[src/rtl/stopwatch_pkg.sv]
// Shared stopwatch definitions: one-hot mode encoding and mode width.
package stopwatch_pkg;

    localparam int unsigned MODE_W = 4;

    // One-hot mode states, also decoded by the display and LED blocks
    localparam logic [MODE_W-1:0] IDLE  = 4'b0001;
    localparam logic [MODE_W-1:0] RUN   = 4'b0010;
    localparam logic [MODE_W-1:0] LAP   = 4'b0100;
    localparam logic [MODE_W-1:0] PAUSE = 4'b1000;

endpackage

[src/rtl/stopwatch_key_ctrl_if.sv]
// Key-in / control-out bundle between the key filters, the mode controller and the counter.
interface stopwatch_key_ctrl_if;
    import stopwatch_pkg::*;

    logic              key_ss;
    logic              key_lap;
    logic              run;
    logic              lap_hold;
    logic              cmd_lap;
    logic              cmd_clear;
    logic [MODE_W-1:0] mode;

    // Master drives the debounced keys and observes the controls
    modport master (
        output key_ss, key_lap,
        input  run, lap_hold, cmd_lap, cmd_clear, mode
    );

    // Slave is the mode controller
    modport slave (
        input  key_ss, key_lap,
        output run, lap_hold, cmd_lap, cmd_clear, mode
    );

endinterface

[src/rtl/key_event_det.sv]
// Per-key press-edge detector with an optional long-press detector.
module key_event_det #(
    parameter int unsigned LONG_EN  = 0,
    parameter int unsigned LONG_CNT = 5
) (
    input  logic clk,
    input  logic rst_n,
    input  logic key,
    output logic press,
    output logic long_press
);

    localparam int unsigned CNT_W = $clog2(LONG_CNT + 1);

    logic prev_q;

    // Previous sample resets to 1 so a key held through reset gives no press
    always_ff @(posedge clk or negedge rst_n) begin
        if (!rst_n) begin
            prev_q <= 1'b1;
        end else begin
            prev_q <= key;
        end
    end

    assign press = key & ~prev_q;

    if (LONG_EN != 0) begin : gen_long
        logic [CNT_W-1:0] lcnt_q;
        logic [CNT_W-1:0] lcnt_d;

        // Count sampled-high cycles, clear on release, saturate at the threshold
        always_comb begin
            lcnt_d = lcnt_q;
            if (!key) begin
                lcnt_d = '0;
            end else if (lcnt_q < CNT_W'(LONG_CNT)) begin
                lcnt_d = lcnt_q + 1'b1;
            end
        end

        // Long-press counter register
        always_ff @(posedge clk or negedge rst_n) begin
            if (!rst_n) begin
                lcnt_q <= '0;
            end else begin
                lcnt_q <= lcnt_d;
            end
        end

        // Fires only on the LONG_CNT-1 -> LONG_CNT step, once per hold
        assign long_press = key & (lcnt_q == CNT_W'(LONG_CNT - 1));
    end else begin : gen_no_long
        // Keeps the width parameter referenced; no logic remains
        logic [CNT_W-1:0] unused_cnt;
        assign unused_cnt = '0;
        assign long_press = 1'b0;
    end

endmodule

[src/rtl/stopwatch_key_ctrl.sv]
// Stopwatch mode controller: press/long-press events drive a one-hot four-state machine.
module stopwatch_key_ctrl
    import stopwatch_pkg::*;
#(
    parameter int unsigned CLK_FREQ = 50000000,
    parameter int unsigned LONG_MS  = 1000
) (
    input  logic                 clk,
    input  logic                 rst_n,
    stopwatch_key_ctrl_if.slave  bus
);

    localparam int unsigned LONG_CNT = CLK_FREQ / 1000 * LONG_MS;

    logic              ss_press;
    logic              ss_long_unused;
    logic              lap_press;
    logic              lap_long;

    logic [MODE_W-1:0] state_q;
    logic [MODE_W-1:0] state_d;
    logic              cmd_lap_d;
    logic              cmd_clear_d;
    logic              run_q;
    logic              lap_hold_q;
    logic              cmd_lap_q;
    logic              cmd_clear_q;

    key_event_det #(
        .LONG_EN  (0),
        .LONG_CNT (LONG_CNT)
    ) u_ss_det (
        .clk        (clk),
        .rst_n      (rst_n),
        .key        (bus.key_ss),
        .press      (ss_press),
        .long_press (ss_long_unused)
    );

    key_event_det #(
        .LONG_EN  (1),
        .LONG_CNT (LONG_CNT)
    ) u_lap_det (
        .clk        (clk),
        .rst_n      (rst_n),
        .key        (bus.key_lap),
        .press      (lap_press),
        .long_press (lap_long)
    );

    // Next state and command pulses; ss_press wins and drops any lap event
    always_comb begin
        state_d     = state_q;
        cmd_lap_d   = 1'b0;
        cmd_clear_d = 1'b0;
        unique case (state_q)
            IDLE: begin
                if (ss_press) state_d = RUN;
            end
            RUN: begin
                if (ss_press) begin
                    state_d = PAUSE;
                end else if (lap_press) begin
                    state_d   = LAP;
                    cmd_lap_d = 1'b1;
                end
            end
            LAP: begin
                if (ss_press) begin
                    state_d = PAUSE;
                end else if (lap_press) begin
                    state_d = RUN;
                end
            end
            PAUSE: begin
                if (ss_press) begin
                    state_d = RUN;
                end else if (lap_long) begin
                    state_d     = IDLE;
                    cmd_clear_d = 1'b1;
                end
            end
            default: begin
                state_d = IDLE;
            end
        endcase
    end

    // State and output registers, outputs decoded from the next state
    always_ff @(posedge clk or negedge rst_n) begin
        if (!rst_n) begin
            state_q     <= IDLE;
            run_q       <= 1'b0;
            lap_hold_q  <= 1'b0;
            cmd_lap_q   <= 1'b0;
            cmd_clear_q <= 1'b0;
        end else begin
            state_q     <= state_d;
            run_q       <= (state_d == RUN) || (state_d == LAP);
            lap_hold_q  <= (state_d == LAP);
            cmd_lap_q   <= cmd_lap_d;
            cmd_clear_q <= cmd_clear_d;
        end
    end

    assign bus.run       = run_q;
    assign bus.lap_hold  = lap_hold_q;
    assign bus.cmd_lap   = cmd_lap_q;
    assign bus.cmd_clear = cmd_clear_q;
    assign bus.mode      = state_q;

endmodule

[src/flat_wrapper.sv]
// flat-port wrapper written by rule: the top's interface ports become plain ports
module stopwatch_key_ctrl_flat import stopwatch_pkg::*;
#(
    parameter int unsigned CLK_FREQ = 50000000,
    parameter int unsigned LONG_MS  = 1000
)
  (clk, rst_n, bus_key_ss, bus_key_lap, bus_run, bus_lap_hold, bus_cmd_lap, bus_cmd_clear, bus_mode);
  stopwatch_key_ctrl_if bus_i ();
  input  logic clk;
  input  logic rst_n;
  input wire logic [$bits(bus_i.key_ss)-1:0] bus_key_ss;
  input wire logic [$bits(bus_i.key_lap)-1:0] bus_key_lap;
  output wire logic [$bits(bus_i.run)-1:0] bus_run;
  output wire logic [$bits(bus_i.lap_hold)-1:0] bus_lap_hold;
  output wire logic [$bits(bus_i.cmd_lap)-1:0] bus_cmd_lap;
  output wire logic [$bits(bus_i.cmd_clear)-1:0] bus_cmd_clear;
  output wire logic [$bits(bus_i.mode)-1:0] bus_mode;
  assign bus_i.key_ss = bus_key_ss;
  assign bus_i.key_lap = bus_key_lap;
  assign bus_run = bus_i.run;
  assign bus_lap_hold = bus_i.lap_hold;
  assign bus_cmd_lap = bus_i.cmd_lap;
  assign bus_cmd_clear = bus_i.cmd_clear;
  assign bus_mode = bus_i.mode;
  stopwatch_key_ctrl #(.CLK_FREQ(CLK_FREQ), .LONG_MS(LONG_MS)) u_core (.clk(clk), .rst_n(rst_n), .bus(bus_i));
endmodule
[config.mk]
export PLATFORM = sky130hd
export DESIGN_NAME = stopwatch_key_ctrl_flat
export DESIGN_NICKNAME = d
export VERILOG_FILES = /design/src/rtl/stopwatch_pkg.sv /design/src/rtl/stopwatch_key_ctrl_if.sv /design/src/rtl/key_event_det.sv /design/src/rtl/stopwatch_key_ctrl.sv /design/src/flat_wrapper.sv
export SDC_FILE = /design/constraint.sdc
export NUM_CORES = 1
export LEC_CHECK = 0
export CORE_UTILIZATION = 55
export CTS_CLUSTER_SIZE = 12
export DETAILED_ROUTE_END_ITERATION = 10
export PLACE_DENSITY = 0.86
export SETUP_SLACK_MARGIN = 0.3
export SLEW_MARGIN = 20
export SYNTH_ARGS = -nofsm -noshare
export SYNTH_HDL_FRONTEND = slang
export SYNTH_SLANG_ARGS = --single-unit
export TNS_END_PERCENT = 5
[constraint.sdc]
create_clock -name clk -period 2.6 [get_ports clk]
set_input_delay 0.65 -clock clk [delete_from_list [all_inputs] [get_ports clk]]
set_output_delay 0.65 -clock clk [all_outputs]
set_load 0.01 [all_outputs]
* Word level (Yosys, flattened, before mapping)
Cells that the tools add are included.
** Storage, ports and cells
- Flip-flop bits (word level) :: 36
- Bits of input ports :: 4
- Output and inout port bits :: 8
- Word-level logic and storage cells :: 40
** Cells by class
- $add $sub $neg :: 1
- Magnitude comparators :: 1
- Equality and inequality tests :: 8
- Multiplexer cells :: 16
- Bitwise logic cells :: 5
- Reduce and logical (&&, ||, !) cells :: 1
** Operators with widths (number)
- two-way mux 26 bit :: 2
- two-way mux 4 bit :: 7
- adder 26 x 1 -> 26 bit (second input constant) :: 1
- equality test 26 bit (second input constant) :: 1
- less-than comparator 26 bit (second input constant) :: 1
- one-hot mux 4 bit (4 select lines) :: 1
- equality test 4 x 2 -> 1 bit (second input constant) :: 2
- equality test 4 x 3 -> 1 bit (second input constant) :: 2
- two-way mux 1 bit :: 6
- equality test 4 x 1 -> 1 bit (second input constant) :: 1
- equality test 4 bit (second input constant) :: 1
- bitwise AND 1 bit :: 3
- inequality test 2 x 1 -> 1 bit (second input constant) :: 1
- NOT 1 bit :: 2
- logical OR 1 bit :: 1

* Depth between registers and ports, before layout
- Depth in word-level cells :: 7
- Gate-level depth with buffers :: 8
- Mapped depth without buffers :: 5

* Modules after synthesis
Synthesis repeated with hierarchy kept, for this count alone.
** Unflattened totals
- Cell total of the unflattened synthesis :: 207
- Area, all modules :: 2073.2 um2
** Modules (own cells, without submodules)
- key_event_det (u_core.u_lap_det) :: times used 1, cells an instance 163, area an instance 1581.5 um2, sequential area each 676.9 um2
- stopwatch_key_ctrl :: times used 1, cells an instance 40, area an instance 440.4 um2, sequential area each 201.4 um2
- key_event_det (u_core.u_ss_det) :: times used 1, cells an instance 4, area an instance 51.3 um2, sequential area each 26.3 um2

* Least setup slack after synthesis
Ideal clock, no wire load.
- Path kind :: register -> register
- Start :: reg u_core.u_lap_det.gen_long.lcnt_q[8]
- End :: reg u_core.u_lap_det.gen_long.lcnt_q[12]
- Arrival :: 1.868 ns
- Setup slack :: 0.653 ns
- Cell stages (with the launch flop) :: 9
- Path buffers :: 3
- Cells stage by stage :: dfrtp_1 -> buf_6 -> nor4_2 -> a211oi_1 -> o21a_1 -> buf_2 -> buf_2 -> nor4_1 -> mux2i_1
** Between the ends
- Longest elaborated chain between the ends :: 3
- Elaborated cells between the ends (all ways) :: 5
- Classes of those cells :: add/sub: 1; order compare: 1; eq/ne: 1; mux: 2
** Ends and longest elaborated chain
- start, declared :: line key_event_det.sv:29 : logic [CNT_W-1:0] lcnt_q;
- start signal, assigned :: line key_event_det.sv:47 : lcnt_q <= lcnt_d;
- adder 26 x 1 -> 26 bit :: line key_event_det.sv:38 : lcnt_d = lcnt_q + 1'b1;
- two-way mux 26 bit :: line key_event_det.sv:37 : end else if (lcnt_q < CNT_W'(LONG_CNT)) begin
- two-way mux 26 bit :: line key_event_det.sv:35 : if (!key) begin
Parallel ways exist; a longest one is shown, timed or not. The select of a mux whose other input is x is not followed.
A chain may end at the register's enable or synchronous reset.

* Worst setup path in the final report
- Start :: reg u_core.state_q[0] (netlist: u_core.bus.mode[0])
- End :: out bus_mode[0]
** RTL lines
- start, declared :: line stopwatch_key_ctrl.sv:20 : logic [MODE_W-1:0] state_q;
- start signal, assigned :: line stopwatch_key_ctrl.sv:98 : state_q <= state_d;
- end, declared :: line flat_wrapper.sv:17 : output wire logic [$bits(bus_i.mode)-1:0] bus_mode;
No word-level cell between the ends.

==> results.json <==
{
  "drive_gt1_share_pct": 8.333,
  "grt_first_pass_wirelength_um": 7100,
  "worstHoldPathType": "input port to async pin",
  "rows": 21,
  "hold_viol": 0,
  "powerDensity_nw_per_um2": 483.8,
  "synth_compound_area_share_pct": 15.35,
  "vias_per_cell": 6.223,
  "synth_ff_type": "dfrtp_1",
  "yosys-top-cells-count": "dfrtp_1, a21oi_1, nand2_1",
  "synth.distinct_cells": 39,
  "rsz0062_at_grt": "false",
  "p_sw_mw": 0.2429,
  "die_h_um": 61.65,
  "vdd_drop_max_v": 0.0002855,
  "tritoncts": "built",
  "place_congestion": 0.8217,
  "pre_cts_slack_ns": 0.3294,
  "grt_overflow": 0,
  "die_w_um": 61.65,
  "ys_ff_latch": 36,
  "power_leakage_nw": 0.8299,
  "drc": 0,
  "ctsLongestPathBuffers": 2,
  "io_pins": 12,
  "cap_violations": 0,
  "cts-hold-fix-buffers": 0,
  "synth-edff-count": 0,
  "htree_levels": 2,
  "fillCellCount": 300,
  "swShare_pct": 23.11,
  "comb_power_share_pct": 7.2,
  "crit_chain": "clkdlybuf4s50_1",
  "synth_top_area_share_pct": 42.20,
  "seq_power_share_pct": 56.0,
  "initial_utilization_pct": 58.18,
  "synthMuxAreaShare_pct": 2.558,
  "slew_viol_final": 0,
  "postRouteAntennaNets": 0,
  "synth.top_cells.by_area": "dfrtp_1, a21oi_1, o31ai_1",
  "place_area_um2": 2095,
  "cts.clk_slew.worst_paths_ns": 0.11,
  "syn2layout_area_growth_pct": 11.00,
  "synth_area_leader_cell": "dfrtp_1",
  "syn_area_per_cell_um2": 8.977,
  "setup.worst_path.end_class": "output pin",
  "multi_input_comb_area_um2": 968.4,
  "cts_buffers": 5,
  "drtIter0Drc": 114,
  "routed_wl_um": 4182,
  "vias": 1705,
  "critPathTopFamily": "flip-flops",
  "cts.sinks": 36,
  "antenna_found_initial": 0,
  "grt_pass1_vias": 1547,
  "synthAdderAreaFrac_pct": 0.6394,
  "intPower_mw": 0.8079,
  "fin_area_um2": 2172,
  "fin_crit_ns": 2.172,
  "dp_hpwl_um": 2843,
  "rr_startpoint": "u_core.u_lap_det.gen_long.lcnt_q[9]",
  "async_flop_share_pct": 100.0,
  "dieArea_um2": 3801,
  "crit_slowest_cell": "dfstp_2",
  "run_status": "finished, final reports clean",
  "syn_inst": 218,
  "worst_pin_slew_ns": 0.7713,
  "max_slew_margin_pct": 48.58,
  "synth_area_um2": 1957,
  "cts-root-buf": "clkbuf_4",
  "wl_per_cell_um": 15.26,
  "first_pass_iters": 4,
  "cp-start-kind": "register",
  "synth_most_common_cell": "dfrtp_1",
  "max_freq_mhz": 460.4,
  "postCtsSetupRepairBufs": 0,
  "synth_xor_xnor_area_share_pct": 0.8951,
  "synthSimpleGateAreaFrac_pct": 29.99,
  "synth_top_family_by_area": "simple AND/OR/NAND/NOR gates",
  "port_buffers": 11,
  "cpPeakStageDelay_ns": 0.62,
  "ff_latch_area_um2": 904.6,
  "skew_ns": 0.01183,
  "yosysWarnings": 0,
  "coreArea_um2": 3363,
  "criticalPathCategory": "register to output pin",
  "timing.critical_path.from": "u_core.bus.mode[0]",
  "critPathBufInv": 1,
  "seq_area_frac_synth_pct": 46.23,
  "setup_ws_ns": 0.4281,
  "finish.net_count": 232,
  "setup_viol": 0,
  "clkPwrFrac_pct": 36.8,
  "cp.arrival_ns": 1.52,
  "clk_latency_ns": 0.34,
  "required_ns": 1.95,
  "period_share_pct": 83.54,
  "setup_tns_ns": 0,
  "cp_max_fo": 8,
  "track_usage_pct": 25.64,
  "grt_max_degree": 37,
  "syn_nets": 223,
  "n_antenna_cell": 0
}
[per-layer routing]
metal / wire (um) / vias up / track usage [%] / part of all wire (%)
met3: 222 / 10 / 5.252 / 5.3
met5: 0 / - / 0 / 0
met4: 71 / 0 / 9.524 / 1.7
met1: 1868 / 811 / 34.10 / 45
met2: 2020 / 56 / 41.47 / 48
li1: - / 828 / - / -
[registers in the layout, summed over array words and instances (netlist names)]
signal	cells
u_core.bus.cmd_clear	1
u_core.u_lap_det.prev_q	1
u_core.bus.mode	4
u_core.bus.lap_hold	1
u_core.u_lap_det.gen_long.lcnt_q	26
u_core.bus.run	1
u_core.u_ss_det.prev_q	1
u_core.bus.cmd_lap	1
[through the flow]
stage / total power, mW / cells / hold WS (ns) / util [%]
2_1_floorplan: 0.6369 / 218 / 0.3544 / -
3_5_place_dp: 0.6753 / 266 / 0.5485 / 62.28
5_1_grt: 1.101 / 274 / 0.4245 / 64.58
4_1_cts: 1.061 / 274 / 0.3949 / 64.58
3_3_place_gp: 0.6724 / 266 / 0.5453 / 62.28
6_report: 1.051 / 274 / 0.3714 / 64.58
[what timing repair did]
item | CTS | global route
setup endpoints to repair | 6 | 0
gates resized for setup | 1 | 0
endpoints found under the hold margin | 0 | 0
[worst paths after layout]
| path | to | slack, ns | cells after the start |
|---|---|---|---|
| worst min register to register | u_core.u_lap_det.gen_long.lcnt_q[5] | 0.57 | 2 |
| worst max register to register | u_core.u_lap_det.gen_long.lcnt_q[13] | 0.50 | 5 |
| worst max-delay path | bus_mode[0] | 0.43 | 1 |
| worst min-delay path | u_core.bus.mode[2] | 0.37 | 1 |
| min in group clk | u_core.u_lap_det.gen_long.lcnt_q[5] | 0.57 | 2 |
| max in group asynchronous | u_core.u_lap_det.gen_long.lcnt_q[17] | 1.74 | 1 |
[cell families (layout without fill, tap and decap cells)]
family / count (synthesis) / count (layout)
flip-flops: 36 / 36
AO/OA/AOI/OAI: 51 / 51
AND/OR/NAND/NOR: 103 / 103
buffers and inverters: 20 / 30
multiplexers: 5 / 5
adder cells (fa/ha/maj): 1 / 1
XOR/XNOR: 2 / 2
[power by group through the flow]
stage               clock network, mW  logic, mW  registers, mW
global placement                    0     0.0747          0.598
detailed placement                  0     0.0766          0.599
floorplan                           0     0.0436          0.593
global route                    0.424     0.0865          0.591
finish                          0.387     0.0753          0.588
CTS                             0.396     0.0770          0.588
[area by class of cell]
type	instances	area share (%)
tap	46	2.650
inverter	6	1.037
sequential	36	41.65
clock buffer	6	1.901
clock inverter	2	1.613
timing repair buffer	16	6.567
multi-input combinational	162	44.59
[cell usage in the layout, fill, tap and decap left out, types with 3 or more instances in the layout]
cell | synthesis | final
nand2b_1 | 8 | 8
nand4_1 | 4 | 4
a21oi_1 | 23 | 23
or3_1 | 5 | 5
clkdlybuf4s50_1 | 0 | 10
or4_1 | 12 | 12
buf_4 | 0 | 5
nor4b_1 | 3 | 3
nor2_1 | 9 | 9
nand2_1 | 23 | 23
o21ai_0 | 9 | 9
nor3_1 | 7 | 7
o31ai_1 | 12 | 12
nor2b_1 | 3 | 3
and3_1 | 4 | 4
inv_1 | 6 | 6
dfrtp_1 | 33 | 33
dfstp_2 | 3 | 3
clkbuf_4 | 0 | 5
nand3_1 | 13 | 13
mux2i_1 | 5 | 5
nor4_1 | 3 | 3
(Power assumes the default switching activity.)
